<file path="config.mk">
export PLATFORM = sky130hd
export DESIGN_NAME = nist_randomness_monitor
export DESIGN_NICKNAME = d
export VERILOG_FILES = /design/src/rtl/nist_pkg.sv /design/src/rtl/nist_stream_stats.sv /design/src/rtl/nist_randomness_monitor.sv
export SDC_FILE = /design/constraint.sdc
export NUM_CORES = 1
export LEC_CHECK = 0
export BUFFER_PORTS_ARGS = -buffer_cell sky130_fd_sc_hd__buf_2
export CAP_MARGIN = 0
export CORE_MARGIN = 2
export CORE_UTILIZATION = 40
export CTS_CLUSTER_SIZE = 28
export DETAILED_ROUTE_END_ITERATION = 8
export PLACE_DENSITY = 0.58
export SLEW_MARGIN = 20
export SYNTH_ARGS = -nofsm -noshare
export SYNTH_HDL_FRONTEND = slang
export SYNTH_SLANG_ARGS = --single-unit
</file>
<file path="constraint.sdc">
create_clock -name clk -period 5.75 [get_ports clk]
set_clock_uncertainty 0.1 [all_clocks]
set_input_delay 0.8625 -clock clk [delete_from_list [all_inputs] [get_ports clk]]
set_output_delay 0.8625 -clock clk [all_outputs]
set_load 0.03 [all_outputs]
</file>
<file path="src/rtl/nist_pkg.sv">
// Shared constants, readout selector encodings and FSM state type for the
// NIST SP 800-22 randomness monitor (Frequency/monobit and Runs tests).
package nist_pkg;

   localparam int N_LOG2     = 10;
   localparam int W          = N_LOG2 + 1;   // holds counts up to N inclusive
   localparam int N          = 1 << N_LOG2;
   localparam int HI_W       = W - 8;        // width of the upper readout slice
   localparam int MONO_THR   = 82;           // |2*ones - N| <= MONO_THR
   localparam int PREREQ_THR = 64;           // |ones - N/2| <  PREREQ_THR
   localparam int RUNS_THR   = 41;           // |V - N/2|    <= RUNS_THR

   localparam logic [2:0] SEL_ONES_LO = 3'd0;
   localparam logic [2:0] SEL_ONES_HI = 3'd1;
   localparam logic [2:0] SEL_RUNS_LO = 3'd2;
   localparam logic [2:0] SEL_RUNS_HI = 3'd3;
   localparam logic [2:0] SEL_LONG_LO = 3'd4;
   localparam logic [2:0] SEL_LONG_HI = 3'd5;
   localparam logic [2:0] SEL_STATUS  = 3'd6;
   localparam logic [2:0] SEL_BITCNT  = 3'd7;

   typedef enum logic {
      ST_COLLECT = 1'b0,
      ST_DONE    = 1'b1
   } state_t;

   // Magnitude of a signed verdict difference (W+2 bits wide).
   function automatic logic [W+1:0] abs_s(input logic signed [W+1:0] x);
      return (x < 0) ? -x : x;
   endfunction

endpackage

</file>
<file path="src/rtl/nist_stream_stats.sv">
// Bit-stream statistics accumulator.
// Ports:
//   clk, rst      - clock, async active-high reset
//   clr           - synchronous clear of every counter (wins over accept)
//   accept, bit_in- one accepted stream bit per asserted cycle
//   bit_cnt, ones, runs, longest - registered counts
//   ones_nxt, runs_nxt - counts including the bit being accepted this cycle,
//                        used to evaluate verdicts on the block's final edge
module nist_stream_stats
   import nist_pkg::*;
(
   input  logic         clk,
   input  logic         rst,
   input  logic         clr,
   input  logic         accept,
   input  logic         bit_in,
   output logic [W-1:0] bit_cnt,
   output logic [W-1:0] ones,
   output logic [W-1:0] runs,
   output logic [W-1:0] longest,
   output logic [W-1:0] ones_nxt,
   output logic [W-1:0] runs_nxt
);

   logic [W-1:0] cur_run;
   logic [W-1:0] cur_run_nxt;
   logic [W-1:0] longest_nxt;
   logic         prev_bit;

   always_comb begin
      ones_nxt    = ones + W'(bit_in);
      // The first bit of a block opens the first run.
      runs_nxt    = (bit_cnt == '0) ? W'(1) : runs + W'(bit_in != prev_bit);
      cur_run_nxt = bit_in ? cur_run + W'(1) : '0;
      longest_nxt = (cur_run_nxt > longest) ? cur_run_nxt : longest;
   end

   always_ff @(posedge clk or posedge rst) begin
      if (rst) begin
         bit_cnt  <= '0;
         ones     <= '0;
         runs     <= '0;
         cur_run  <= '0;
         longest  <= '0;
         prev_bit <= 1'b0;
      end else if (clr) begin
         bit_cnt  <= '0;
         ones     <= '0;
         runs     <= '0;
         cur_run  <= '0;
         longest  <= '0;
         prev_bit <= 1'b0;
      end else if (accept) begin
         bit_cnt  <= bit_cnt + W'(1);
         ones     <= ones_nxt;
         runs     <= runs_nxt;
         cur_run  <= cur_run_nxt;
         longest  <= longest_nxt;
         prev_bit <= bit_in;
      end
   end

endmodule

</file>
<file path="src/rtl/nist_randomness_monitor.sv">
// Tiny Tapeout top: runs the monobit and runs tests over 2^N_LOG2-bit blocks.
// Ports:
//   clk, rst  - clock, async active-high reset
//   ena       - design selected; gates bit_valid and start
//   ui_in     - [0] bit_in, [1] bit_valid, [2] start, [5:3] rd_sel
//   uio_in    - unused
//   uo_out    - readout byte chosen by rd_sel
//   uio_out   - [0] done, [1] mono_pass, [2] runs_pass, [3] prereq_ok, [4] busy
//   uio_oe    - all bidirectional pins driven as outputs
//
// state      | meaning
// ST_COLLECT | accumulating stream bits, busy = 1
// ST_DONE    | block complete, counts and verdicts frozen, done = 1
module nist_randomness_monitor
   import nist_pkg::*;
(
   input  logic       clk,
   input  logic       rst,
   input  logic       ena,
   input  logic [7:0] ui_in,
   input  logic [7:0] uio_in,
   output logic [7:0] uo_out,
   output logic [7:0] uio_out,
   output logic [7:0] uio_oe
);

   state_t state, state_nxt;

   logic         bit_in, bit_valid, start_pin;
   logic [2:0]   rd_sel;
   logic         clr, accept, last_bit;
   logic         busy, done;
   logic         mono_pass, runs_pass, prereq_ok;
   logic         mono_ok, runs_ok, prereq_ok_nxt;
   logic [W-1:0] bit_cnt, ones, runs, longest, ones_nxt, runs_nxt;
   logic [4:0]   status;
   logic         unused_pins;

   logic signed [W+1:0] mono_diff, prereq_diff, runs_diff;

   assign bit_in    = ui_in[0];
   assign bit_valid = ui_in[1];
   assign start_pin = ui_in[2];
   assign rd_sel    = ui_in[5:3];
   assign unused_pins = &{1'b0, uio_in, ui_in[7:6]};

   // start wins over a simultaneous valid bit, which is dropped.
   assign clr      = ena & start_pin;
   assign accept   = ena & bit_valid & ~start_pin & (state == ST_COLLECT);
   assign last_bit = accept & (bit_cnt == W'(N - 1));

   nist_stream_stats u_stats (
      .clk      (clk),
      .rst      (rst),
      .clr      (clr),
      .accept   (accept),
      .bit_in   (bit_in),
      .bit_cnt  (bit_cnt),
      .ones     (ones),
      .runs     (runs),
      .longest  (longest),
      .ones_nxt (ones_nxt),
      .runs_nxt (runs_nxt)
   );

   always_ff @(posedge clk or posedge rst) begin
      if (rst) state <= ST_COLLECT;
      else     state <= state_nxt;
   end

   always_comb begin
      state_nxt = state;
      if (clr)           state_nxt = ST_COLLECT;
      else if (last_bit) state_nxt = ST_DONE;
   end

   always_comb begin
      busy = (state == ST_COLLECT);
      done = (state == ST_DONE);
   end

   // Verdicts evaluated on the counts that include the final bit.
   always_comb begin
      mono_diff     = $signed({1'b0, ones_nxt, 1'b0}) - $signed((W+2)'(N));
      prereq_diff   = $signed({2'b00, ones_nxt}) - $signed((W+2)'(N / 2));
      runs_diff     = $signed({2'b00, runs_nxt}) - $signed((W+2)'(N / 2));
      mono_ok       = abs_s(mono_diff) <= (W+2)'(MONO_THR);
      prereq_ok_nxt = abs_s(prereq_diff) < (W+2)'(PREREQ_THR);
      runs_ok       = prereq_ok_nxt & (abs_s(runs_diff) <= (W+2)'(RUNS_THR));
   end

   always_ff @(posedge clk or posedge rst) begin
      if (rst) begin
         mono_pass <= 1'b0;
         runs_pass <= 1'b0;
         prereq_ok <= 1'b0;
      end else if (clr) begin
         mono_pass <= 1'b0;
         runs_pass <= 1'b0;
         prereq_ok <= 1'b0;
      end else if (last_bit) begin
         mono_pass <= mono_ok;
         runs_pass <= runs_ok;
         prereq_ok <= prereq_ok_nxt;
      end
   end

   assign status  = {busy, prereq_ok, runs_pass, mono_pass, done};
   assign uio_out = {3'b000, status};
   assign uio_oe  = 8'hFF;

   always_comb begin
      uo_out = 8'h00;
      case (rd_sel)
         SEL_ONES_LO: uo_out = ones[7:0];
         SEL_ONES_HI: uo_out = {{(8-HI_W){1'b0}}, ones[W-1:8]};
         SEL_RUNS_LO: uo_out = runs[7:0];
         SEL_RUNS_HI: uo_out = {{(8-HI_W){1'b0}}, runs[W-1:8]};
         SEL_LONG_LO: uo_out = longest[7:0];
         SEL_LONG_HI: uo_out = {{(8-HI_W){1'b0}}, longest[W-1:8]};
         SEL_STATUS:  uo_out = {3'b000, status};
         SEL_BITCNT:  uo_out = bit_cnt[7:0];
         default:     uo_out = 8'h00;
      endcase
   end

endmodule

</file>
# [After elaboration in Yosys (flattened, before gate mapping)]
# Cells that the tools add are included.
[classes] magnitude_cmp=7 muxes=27 n_addsub=10 n_eq_ne=9 reduce_logical=6 bitwise=8
[op_table] cell="two-way mux 11 bit" n=13
[op_table] cell="one-hot mux 8 bit (8 select lines)" n=1
[op_table] cell="two-way mux 13 bit" n=3
[op_table] cell="negation 12 -> 13 bit" n=2
[op_table] cell="less-than comparator 12 x 1 -> 1 bit (second input constant)" n=2
[op_table] cell="subtractor 11 x 10 -> 12 bit (second input constant)" n=2
[op_table] cell="adder 11 x 1 -> 11 bit" n=2
[op_table] cell="adder 11 x 1 -> 11 bit (second input constant)" n=2
[op_table] cell="less-or-equal comparator 13 x 6 -> 1 bit (second input constant)" n=1
[op_table] cell="less-or-equal comparator 13 x 7 -> 1 bit (second input constant)" n=1
[op_table] cell="less-than comparator 13 x 1 -> 1 bit (second input constant)" n=1
[op_table] cell="less-than comparator 13 x 7 -> 1 bit (second input constant)" n=1
[op_table] cell="negation 13 bit" n=1
[op_table] cell="subtractor 12 x 11 -> 13 bit (second input constant)" n=1
[op_table] cell="== test 3 bit (second input constant)" n=4
[op_table] cell="== test 11 x 10 -> 1 bit (second input constant)" n=1
[op_table] cell="> comparator 11 bit" n=1
[op_table] cell="zero test 11 bit" n=1
[op_table] cell="two-way mux 1 bit" n=10
[op_table] cell="bitwise AND 1 bit" n=6
[op_table] cell="== test 3 x 2 -> 1 bit (second input constant)" n=2
[op_table] cell="nonzero test 2 bit" n=3
[op_table] cell="== test 3 x 1 -> 1 bit (second input constant)" n=1
[op_table] cell="zero test 3 bit" n=1
[op_table] cell="3 further kinds" n=4
[word_totals] regBits=60 in_bits=19

# [Logic depth before layout (Yosys ltp)]
# Gate-level depths: netlist (run 1).
[logic_depth] word_depth=10 ltp_mapped=17

# [Modules after synthesis]
# Synthesis (run 1) repeated with hierarchy kept, for this count alone.
[unflattened] hier_cells=555 area_unflattened_um2=4784.6
[modules_own_cells] mod="nist_stream_stats" area_per_inst_um2=3455.8 seq_area_each_um2=1401.3 cells_each=383 instances=1
[modules_own_cells] mod="nist_randomness_monitor" area_per_inst_um2=1328.8 seq_area_each_um2=100.1 cells_each=172 instances=1

# [Least setup slack after synthesis (run 1)]
# OpenSTA, ideal clock, no wires.
[synth_timing] kind="in2reg" startpoint="input ui_in[0]" endpoint="register mono_pass" arrival_ns=3.772 setup_ns=0.065 setup_slack_ns=1.813 path_stages=14 cell_sequence="ha_1 ha_1 buf_6 nand2_1 nor4_1 xnor2_1 ha_1 clkbuf_1 inv_1 o31a_1 a32o_1 a211o_1 a211oi_1 a31o_2"
[synth_via] elab_chain_cells=7 word_cells_on_any_way=8 cone_classes="add/sub: 3; order compare: 2; mux: 3"
[synth_rtl] item="start, declared" line_no="nist_randomness_monitor.sv:20" source="input logic [7:0] ui_in,"
[synth_rtl] item="adder 11 x 1 -> 11 bit *" line_no="nist_stream_stats.sv:31" source="ones_nxt = ones + W'(bit_in);"
[synth_rtl] item="subtractor 12 x 11 -> 13 bit *" line_no="nist_randomness_monitor.sv:84" source="mono_diff = $signed({1'b0, ones_nxt, 1'b0}) - $signed((W+2)'(N));"
[synth_rtl] item="negation 13 bit / less-than comparator 13 x 1 -> 1 bit (equally long branches)" line_no="nist_pkg.sv:29" source="return (x < 0) ? -x : x;"
[synth_rtl] item="two-way mux 13 bit *" line_no="nist_pkg.sv:29"
[synth_rtl] item="less-or-equal comparator 13 x 7 -> 1 bit *" line_no="nist_randomness_monitor.sv:87" source="mono_ok = abs_s(mono_diff) <= (W+2)'(MONO_THR);"
[synth_rtl] item="two-way mux 1 bit *" line_no="nist_randomness_monitor.sv:101" source="end else if (last_bit) begin"
[synth_rtl] item="two-way mux 1 bit *" line_no="nist_randomness_monitor.sv:97" source="end else if (clr) begin"
[synth_rtl] item="end signal, assigned" line_no="nist_randomness_monitor.sv:102" source="mono_pass <= mono_ok;"
[synth_rtl] item="end, declared" line_no="nist_randomness_monitor.sv:33" source="logic mono_pass, runs_pass, prereq_ok;"
# Mark *: on every way between the ends. The rest lies on a longest branch, timed or not. The select of a mux whose other input is x is not followed.
# A chain may end at the register's enable or synchronous reset.

# [Final worst setup path (run 1)]
[layout_timing] startpoint="input ui_in[0]" endpoint="register runs_pass"
[layout_via] elab_chain_cells=10 word_cells_on_any_way=17 cone_classes="add/sub: 6; order compare: 4; eq/ne: 1; mux: 5; bitwise: 1"
[layout_rtl] item="inequality test 1 bit" line_no="nist_stream_stats.sv:33" source="runs_nxt = (bit_cnt == '0) ? W'(1) : runs + W'(bit_in != prev_bit);"
[layout_rtl] item="adder 11 x 1 -> 11 bit" line_no="nist_stream_stats.sv:33"
[layout_rtl] item="two-way mux 11 bit" line_no="nist_stream_stats.sv:33"
[layout_rtl] item="subtractor 11 x 10 -> 12 bit" line_no="nist_randomness_monitor.sv:86" source="runs_diff = $signed({2'b00, runs_nxt}) - $signed((W+2)'(N / 2));"
[layout_rtl] item="negation 12 -> 13 bit / less-than comparator 12 x 1 -> 1 bit (equally long branches)" line_no="nist_pkg.sv:29"
[layout_rtl] item="two-way mux 13 bit" line_no="nist_pkg.sv:29"
[layout_rtl] item="less-or-equal comparator 13 x 6 -> 1 bit" line_no="nist_randomness_monitor.sv:89" source="runs_ok = prereq_ok_nxt & (abs_s(runs_diff) <= (W+2)'(RUNS_THR));"
[layout_rtl] item="bitwise AND 1 bit *" line_no="nist_randomness_monitor.sv:89"
[layout_rtl] item="two-way mux 1 bit *" line_no="nist_randomness_monitor.sv:101"
[layout_rtl] item="two-way mux 1 bit *" line_no="nist_randomness_monitor.sv:97"
[layout_rtl] item="end signal, assigned" line_no="nist_randomness_monitor.sv:103" source="runs_pass <= runs_ok;"
[layout_rtl] item="end, declared" line_no="nist_randomness_monitor.sv:33"
# Marked as above.

==> flow_summary.json, run 1 <==
{
  "critPathRequiredTime_ns": 5.91,
  "arrival_ns": 4.83,
  "dieArea_sq_um": 13600,
  "maxSlewHeadroom_pct": 34.6,
  "reg2reg_slack_ns": 1.49,
  "met3_usage_pct": 2.85,
  "clk_latency_ns": 0.34,
  "met2_usage_pct": 32.6,
  "grt_pass1_wl_mm": 22.2,
  "cts_made_buffers": 9,
  "grt_max_degree": 61,
  "hp-start": "u_stats.longest[7]$_DFFE_PP0P_",
  "r2r_cells": 16,
  "die_y_um": 117,
  "worstMarginPinSlew_ns": 0.979,
  "hold_path_depth": 2,
  "root_buffer": "clkbuf_16",
  "max_stage_delay_ns": 0.51,
  "hold_buffers": 0,
  "timing.rr.start": "u_stats.prev_bit$_DFFE_PP0P_",
  "wl_per_cell_um": 16.8,
  "final_layout_size_suffix_gt1_share_pct": 10.0,
  "slew_viol_final": 0,
  "routed_wl_mm": 13.3,
  "pre_cts_slack_ns": 0.780,
  "num_rows": 41,
  "reg2reg_to": "runs_pass$_DFFE_PP0P_",
  "die_w_um": 117,
  "synthDistinctLibCells": 66,
  "crit_path_max_fanout": 14,
  "htree_levels": 3,
  "gr-usage-met1_pct": 28.7,
  "track_usage_pct": 21.1,
  "vias": 4513,
  "crit_chain": "buf_2, xor2_1, ha_1, ha_1, nand4_1, nor2_1, nand3_1, xnor2_1, nand2_1, ha_1, o41ai_1, a41oi_1, xnor2_1, o221ai_1, a22oi_1, nand4_1, o21ai_1",
  "avgViaCountPerCell": 5.71,
  "ys.flop_type": "dfrtp_1",
  "place_congestion": 0.867,
  "drc": 0,
  "setup_viol": 0,
  "fin_util_pct": 43.9,
  "ant_nets": 0,
  "end_kind": "flop",
  "initialDrtViolationCount": 271,
  "dp_hpwl_mm": 9.40,
  "ys_top_cells_by_count": "nand2_1 (64), dfrtp_1 (60), nor2_1 (55)",
  "firstDrtPassIters": 5,
  "register_area_sq_um": 1500,
  "clk_pin_slew_ns": 0.06,
  "finalCritPeriodShare_pct": 81.1,
  "avgSynthCellArea_sq_um": 8.08,
  "p_leak_uw": 0.00231,
  "yosysSeqAreaShare_pct": 29.6,
  "cp-start-kind": "primary input",
  "cp_top_family": "adder cells",
  "grt.busiest_layer": "met2",
  "placedCellCount": 774,
  "max_freq_ghz": 0.214,
  "p_per_area_nw_per_um2": 236,
  "start_util_pct": 40.5,
  "ys_seq_elements": 60,
  "rsz0062_at_grt": "no",
  "critPathSlowestCell": "ha_1",
  "n_antenna_cell": 0,
  "critPathBufInv": 1,
  "final_cell_count_no_fill": 790,
  "ys_warn_count": 0,
  "post-route-min-period_ns": 4.66,
  "cts_resized": 0,
  "grt_overflow_total": 0,
  "grt_pass1_vias": 4405,
  "io_buffers": 21,
  "multi_input_comb_area_sq_um": 3160,
  "yosysMostFrequentCell": "nand2_1",
  "grt_antenna_before_repair": 0,
  "whs_endpoint": "u_stats.longest[7]$_DFFE_PP0P_",
  "synth-edff-count": 0,
  "cts_setup_buffers": 0,
  "crit_path_frequent_cell": "ha_1",
  "pin_count": 43,
  "outcome": "completed",
  "maxCapViolCount": 0,
  "synth_area_sq_um": 5070,
  "synthArstFlopShare_pct": 100,
  "hold_violations": 0,
  "worst_slack_ns": 1.09,
  "area_delta_synth_final_pct": 8.35,
  "hold_slack_ns": 0.418,
  "yosys-top-cells-area": "dfrtp_1 (30%), ha_1 (5.9%), nand2_1 (4.7%)",
  "synth_top_area_share_pct": 29.6,
  "setup_tns_ns": 0,
  "fillers": 1266,
  "ir_drop_mv": 0.155,
  "path_class": "in2reg",
  "clk_path_buf_depth": 2,
  "cts.sinks": 60,
  "cts_tree": "yes",
  "synth_area_leader_cell": "dfrtp_1",
  "hp-class": "reg2reg",
  "postSynthCellCount": 627,
  "core-area_sq_um": 12500,
  "nets": 656
}
-- worst max path at each step --
stage                        start                    end  slack, ns  cells past startpoint
final                     ui_in[0]  runs_pass$_DFFE_PP0P_       1.09                     17
after global routing      ui_in[0]  runs_pass$_DFFE_PP0P_       0.83                     17
after CTS                 ui_in[0]  runs_pass$_DFFE_PP0P_       1.13                     17
after detailed placement  ui_in[0]  runs_pass$_DFFE_PP0P_       0.78                     17
after global placement    ui_in[0]  runs_pass$_DFFE_PP0P_       0.92                     17
after floorplan           ui_in[0]  mono_pass$_DFFE_PP0P_       1.81                     14
-- layout by cell type, fill, tap and decap left out, drive strengths merged, types with 5 or more instances in the layout --
cell type	n
dfrtp	60
conb	11
or3	8
xor2	19
xnor2	24
nand3	43
nor3	15
and2	15
nand2b	5
o31ai	9
and3	14
inv	30
a31oi	9
nor2	56
ha	24
clkbuf	12
o21ai	41
nand2	64
nand4	17
a21oi	20
buf	27
mux2i	13
-- cell type report --
class	instances	area share, %
Multi-Input combinational cell	485	57.5
Tap cell	172	3.92
Inverter	30	2.05
Clock inverter	4	1.73
Clock buffer	12	4.67
Sequential cell	60	27.4
Timing Repair Buffer	27	2.74
-- worst register-to-register path, delay by kind of cell, from the launching register on --
kind            cells  cell delay (ns)
compound gates      5             0.90
xor+xnor            3             0.51
fa+ha+maj           3             1.28
flops               1             0.39
simple gates        5             1.02
-- kinds of logic after synthesis --
| group | after synthesis | share of synthesized area, % |
|---|---|---|
| AND/OR/NAND/NOR | 252 | 24.9 |
| AO/OA/AOI/OAI | 134 | 17.7 |
| buffers and inverters | 91 | 8.69 |
| flip-flops | 60 | 29.6 |
| XOR/XNOR | 43 | 7.80 |
| adder cells (fa/ha/maj) | 24 | 5.93 |
| multiplexers | 21 | 5.24 |
| other | 2 | 0.148 |
-- per-layer routing --
metal / up-vias / wire length (um)
met2: 130 / 6060
met5: - / 0
li1: 2186 / -
met1: 2172 / 6200
met4: 0 / 410
met3: 25 / 624
-- per-stage QoR --
stage	cell area, sq um	power, uW
2_1_floorplan	5100	618
3_3_place_gp	5140	660
3_5_place_dp	5140	664
4_1_cts	5490	1310
5_1_grt	5490	1350
6_report	5490	1300
-- registers in the layout, indices dropped and copies added (netlist names) --
register,count
u_stats.bit_cnt,11
u_stats.cur_run,11
u_stats.longest,11
u_stats.ones,11
u_stats.runs,11
done,1
mono_pass,1
prereq_ok,1
runs_pass,1
u_stats.prev_bit,1
-- power by group --
group          internal (uW)  switching (uW)
Sequential               430            10.1
Combinational           80.2             137
Clock                    446             192
(Power assumes the default switching activity.)
==> inputs of run 2 (changes only) <==
ABC_AREA = 1   (was default)
clock period = 4.75 ns   (was 5.75 ns; I/O delays follow)
==> run 2 against run 1 <==
  * Register-to-register slack worse by 0.33 ns
  * Via count is 3.2% lower
  * Non-clock buffer count is 1 lower
  * Critical path type is now reg2reg
  * Largest cell class unchanged
==> flow_summary.json, run 2 <==
{
  "initialDrtViolationCount": 241,
  "synthDistinctLibCells": 43,
  "root_buffer": "clkbuf_16",
  "startpoint": "u_stats.cur_run[0]$_DFFE_PP0P_",
  "multi_input_comb_area_sq_um": 2610,
  "dp_hpwl_mm": 9.30,
  "area_delta_synth_final_pct": 10.9,
  "firstDrtPassIters": 5,
  "pre_cts_slack_ns": 0.871,
  "hp-class": "in2async",
  "hold_buffers": 0,
  "yosysSeqAreaShare_pct": 32.0,
  "final_layout_size_suffix_gt1_share_pct": 12.2,
  "place_congestion": 0.894,
  "postSynthCellCount": 682,
  "max_freq_ghz": 0.278,
  "reg2reg_to": "u_stats.longest[5]$_DFFE_PP0P_",
  "register_area_sq_um": 1500,
  "start_util_pct": 41.1,
  "htree_levels": 3,
  "setup_viol": 0,
  "synth-edff-count": 0,
  "ant_nets": 0,
  "num_rows": 39,
  "grt_overflow_total": 0,
  "wl_per_cell_um": 14.3,
  "outcome": "completed",
  "n_antenna_cell": 0,
  "fin_total_pwr_uw": 1690,
  "comb_power_share_pct": 23.5,
  "cts.sinks": 60,
  "maxSlewHeadroom_pct": 41.8,
  "cp-start-kind": "flop",
  "p_leak_uw": 0.00268,
  "fin_util_pct": 45.6,
  "hold_slack_ns": 0.374,
  "route.met3.wl_um": 380,
  "seq_power_share_pct": 32.6,
  "post-route-min-period_ns": 3.59,
  "r2r_cells": 17,
  "clk_path_buf_depth": 2,
  "io_buffers": 21,
  "core-area_sq_um": 11400,
  "clk_latency_ns": 0.34,
  "die_y_um": 112,
  "avgSynthCellArea_sq_um": 6.88,
  "slew_viol_final": 0,
  "setup_tns_ns": 0,
  "reg2reg_slack_ns": 1.16,
  "cts_resized": 0,
  "dieArea_sq_um": 12600,
  "drc": 0,
  "timing.rr.start": "u_stats.cur_run[0]$_DFFE_PP0P_",
  "dr_wl_met2_mm": 5.61,
  "hold_violations": 0,
  "cts_made_buffers": 9,
  "dr.max_layer_used": "met4",
  "ir_drop_mv": 0.159,
  "ys.flop_type": "dfrtp_1",
  "routed_wl_mm": 12.1,
  "end_kind": "flop",
  "drt-met1-wl_mm": 5.82,
  "path_class": "reg2reg",
  "critPathRequiredTime_ns": 4.90,
  "grt_pass1_vias": 4201,
  "p_switching_uw": 529,
  "pin_count": 43,
  "synthArstFlopShare_pct": 100,
  "yosysMostFrequentCell": "nand2_1",
  "nets": 741,
  "synth_top_area_share_pct": 32.0,
  "worstMarginPinSlew_ns": 0.872,
  "avgViaCountPerCell": 5.16,
  "internal_power_uw": 1160,
  "fillers": 1175,
  "p_per_area_nw_per_um2": 324,
  "yosys-top-cells-area": "dfrtp_1 (32%), nand2_1 (13%), inv_1 (8.6%)",
  "maxCapViolCount": 0,
  "switching_share_pct": 31.4,
  "synth_area_sq_um": 4690,
  "ys_seq_elements": 60,
  "track_usage_pct": 20.2,
  "most-common-layout-cells": "nand2_1 (157), inv_1 (107), dfrtp_1 (60)",
  "vias": 4369,
  "ys_warn_count": 0,
  "grt_max_degree": 32,
  "cts_setup_buffers": 0,
  "arrival_ns": 3.74,
  "clk_pin_slew_ns": 0.05,
  "finalCritPeriodShare_pct": 75.6,
  "ys_top_cells_by_count": "nand2_1 (157), inv_1 (108), dfrtp_1 (60)",
  "rsz0062_at_grt": "no",
  "clock_power_share_pct": 44.0,
  "crit_path_max_fanout": 22,
  "synth_area_leader_cell": "dfrtp_1",
  "die_w_um": 112,
  "grt_pass1_wl_mm": 20.3,
  "mostFrequentLayoutCell": "nand2_1",
  "grt_antenna_before_repair": 0,
  "cts_tree": "yes",
  "worst_slack_ns": 1.16
}
## run 2: cell types whose count changed in the layout (fill, tap and decap cells not counted), sizes merged, moves of 8 or more
cell	change
a31oi	-8
and2	-15
and3	-14
inv	+85
mux2i	-13
nand2	+109
nand3	+9
o22ai	+29
o31ai	-8
or3	-8
xnor2	-23
xor2	-12
## run 2: cell families (layout without fill, tap and decap cells)
kind of cell	Yosys count	after routing	share of synthesized area [%]
AO/OA/AOI/OAI	117	117	14.3
flip-flops	60	60	32.0
AND/OR/NAND/NOR	325	325	32.5
other	2	11	0.160
adder cells (fa/ha/maj)	24	24	6.40
buffers and inverters	146	158	13.2
XOR/XNOR	8	8	1.49
## run 2: power by group through the flow
stage                     clock (uW)  sequential (uW)  combinational (uW)
after detailed placement           0              557                 395
after floorplan                    0              553                 322
after global routing             775              551                 460
after global placement             0              557                 389
after CTS                        749              548                 395
final                            741              549                 395
## run 2: how the worst max path moves through the flow
stage,end,slack (ns),cells past startpoint
6_report,u_stats.longest[5]$_DFFE_PP0P_,1.16,17
5_1_grt,u_stats.longest[5]$_DFFE_PP0P_,0.62,17
4_1_cts,u_stats.longest[5]$_DFFE_PP0P_,1.19,17
3_5_place_dp,runs_pass$_DFFE_PP0P_,0.87,18
3_3_place_gp,runs_pass$_DFFE_PP0P_,0.93,18
2_1_floorplan,runs_pass$_DFFE_PP0P_,1.47,18
## run 2: through the flow
stage | instance area (sq um) | std cells
3_3_place_gp | 4860 | 830
3_5_place_dp | 4860 | 830
2_1_floorplan | 4720 | 691
4_1_cts | 5200 | 846
6_report | 5200 | 846
5_1_grt | 5200 | 846
## run 2: area by class of cell
| cell class | count | area share [%] |
|---|---|---|
| Timing Repair Buffer | 26 | 2.74 |
| Inverter | 116 | 8.37 |
| Clock buffer | 12 | 5.12 |
| Tap cell | 143 | 3.44 |
| Multi-Input combinational cell | 485 | 50.1 |
| Clock inverter | 4 | 1.35 |
| Sequential cell | 60 | 28.9 |
## run 2: worst max-delay path: stages, from the launching register on
cell and delay (ns):
dfrtp_1 0.35, inv_1 0.07, nor3_1 0.37, nand2_1 0.13, nor3_1 0.31, nand3_1 0.14
nor2_1 0.14, xor2_1 0.19, nor2_1 0.06, ha_1 0.27, nand2_1 0.08, nor4_1 0.27
nand2_1 0.09, o2111ai_1 0.08, nand3_1 0.09, nand2_1 0.49, nand3_1 0.15, o21ai_0 0.11
## run 2: routing by layer
metal / GRT usage (%) / vias up
met2: 32.4 / 88
met4: 8.13 / 0
met1: 27.2 / 2011
met5: 0 / -
met3: 3.62 / 22
li1: - / 2248
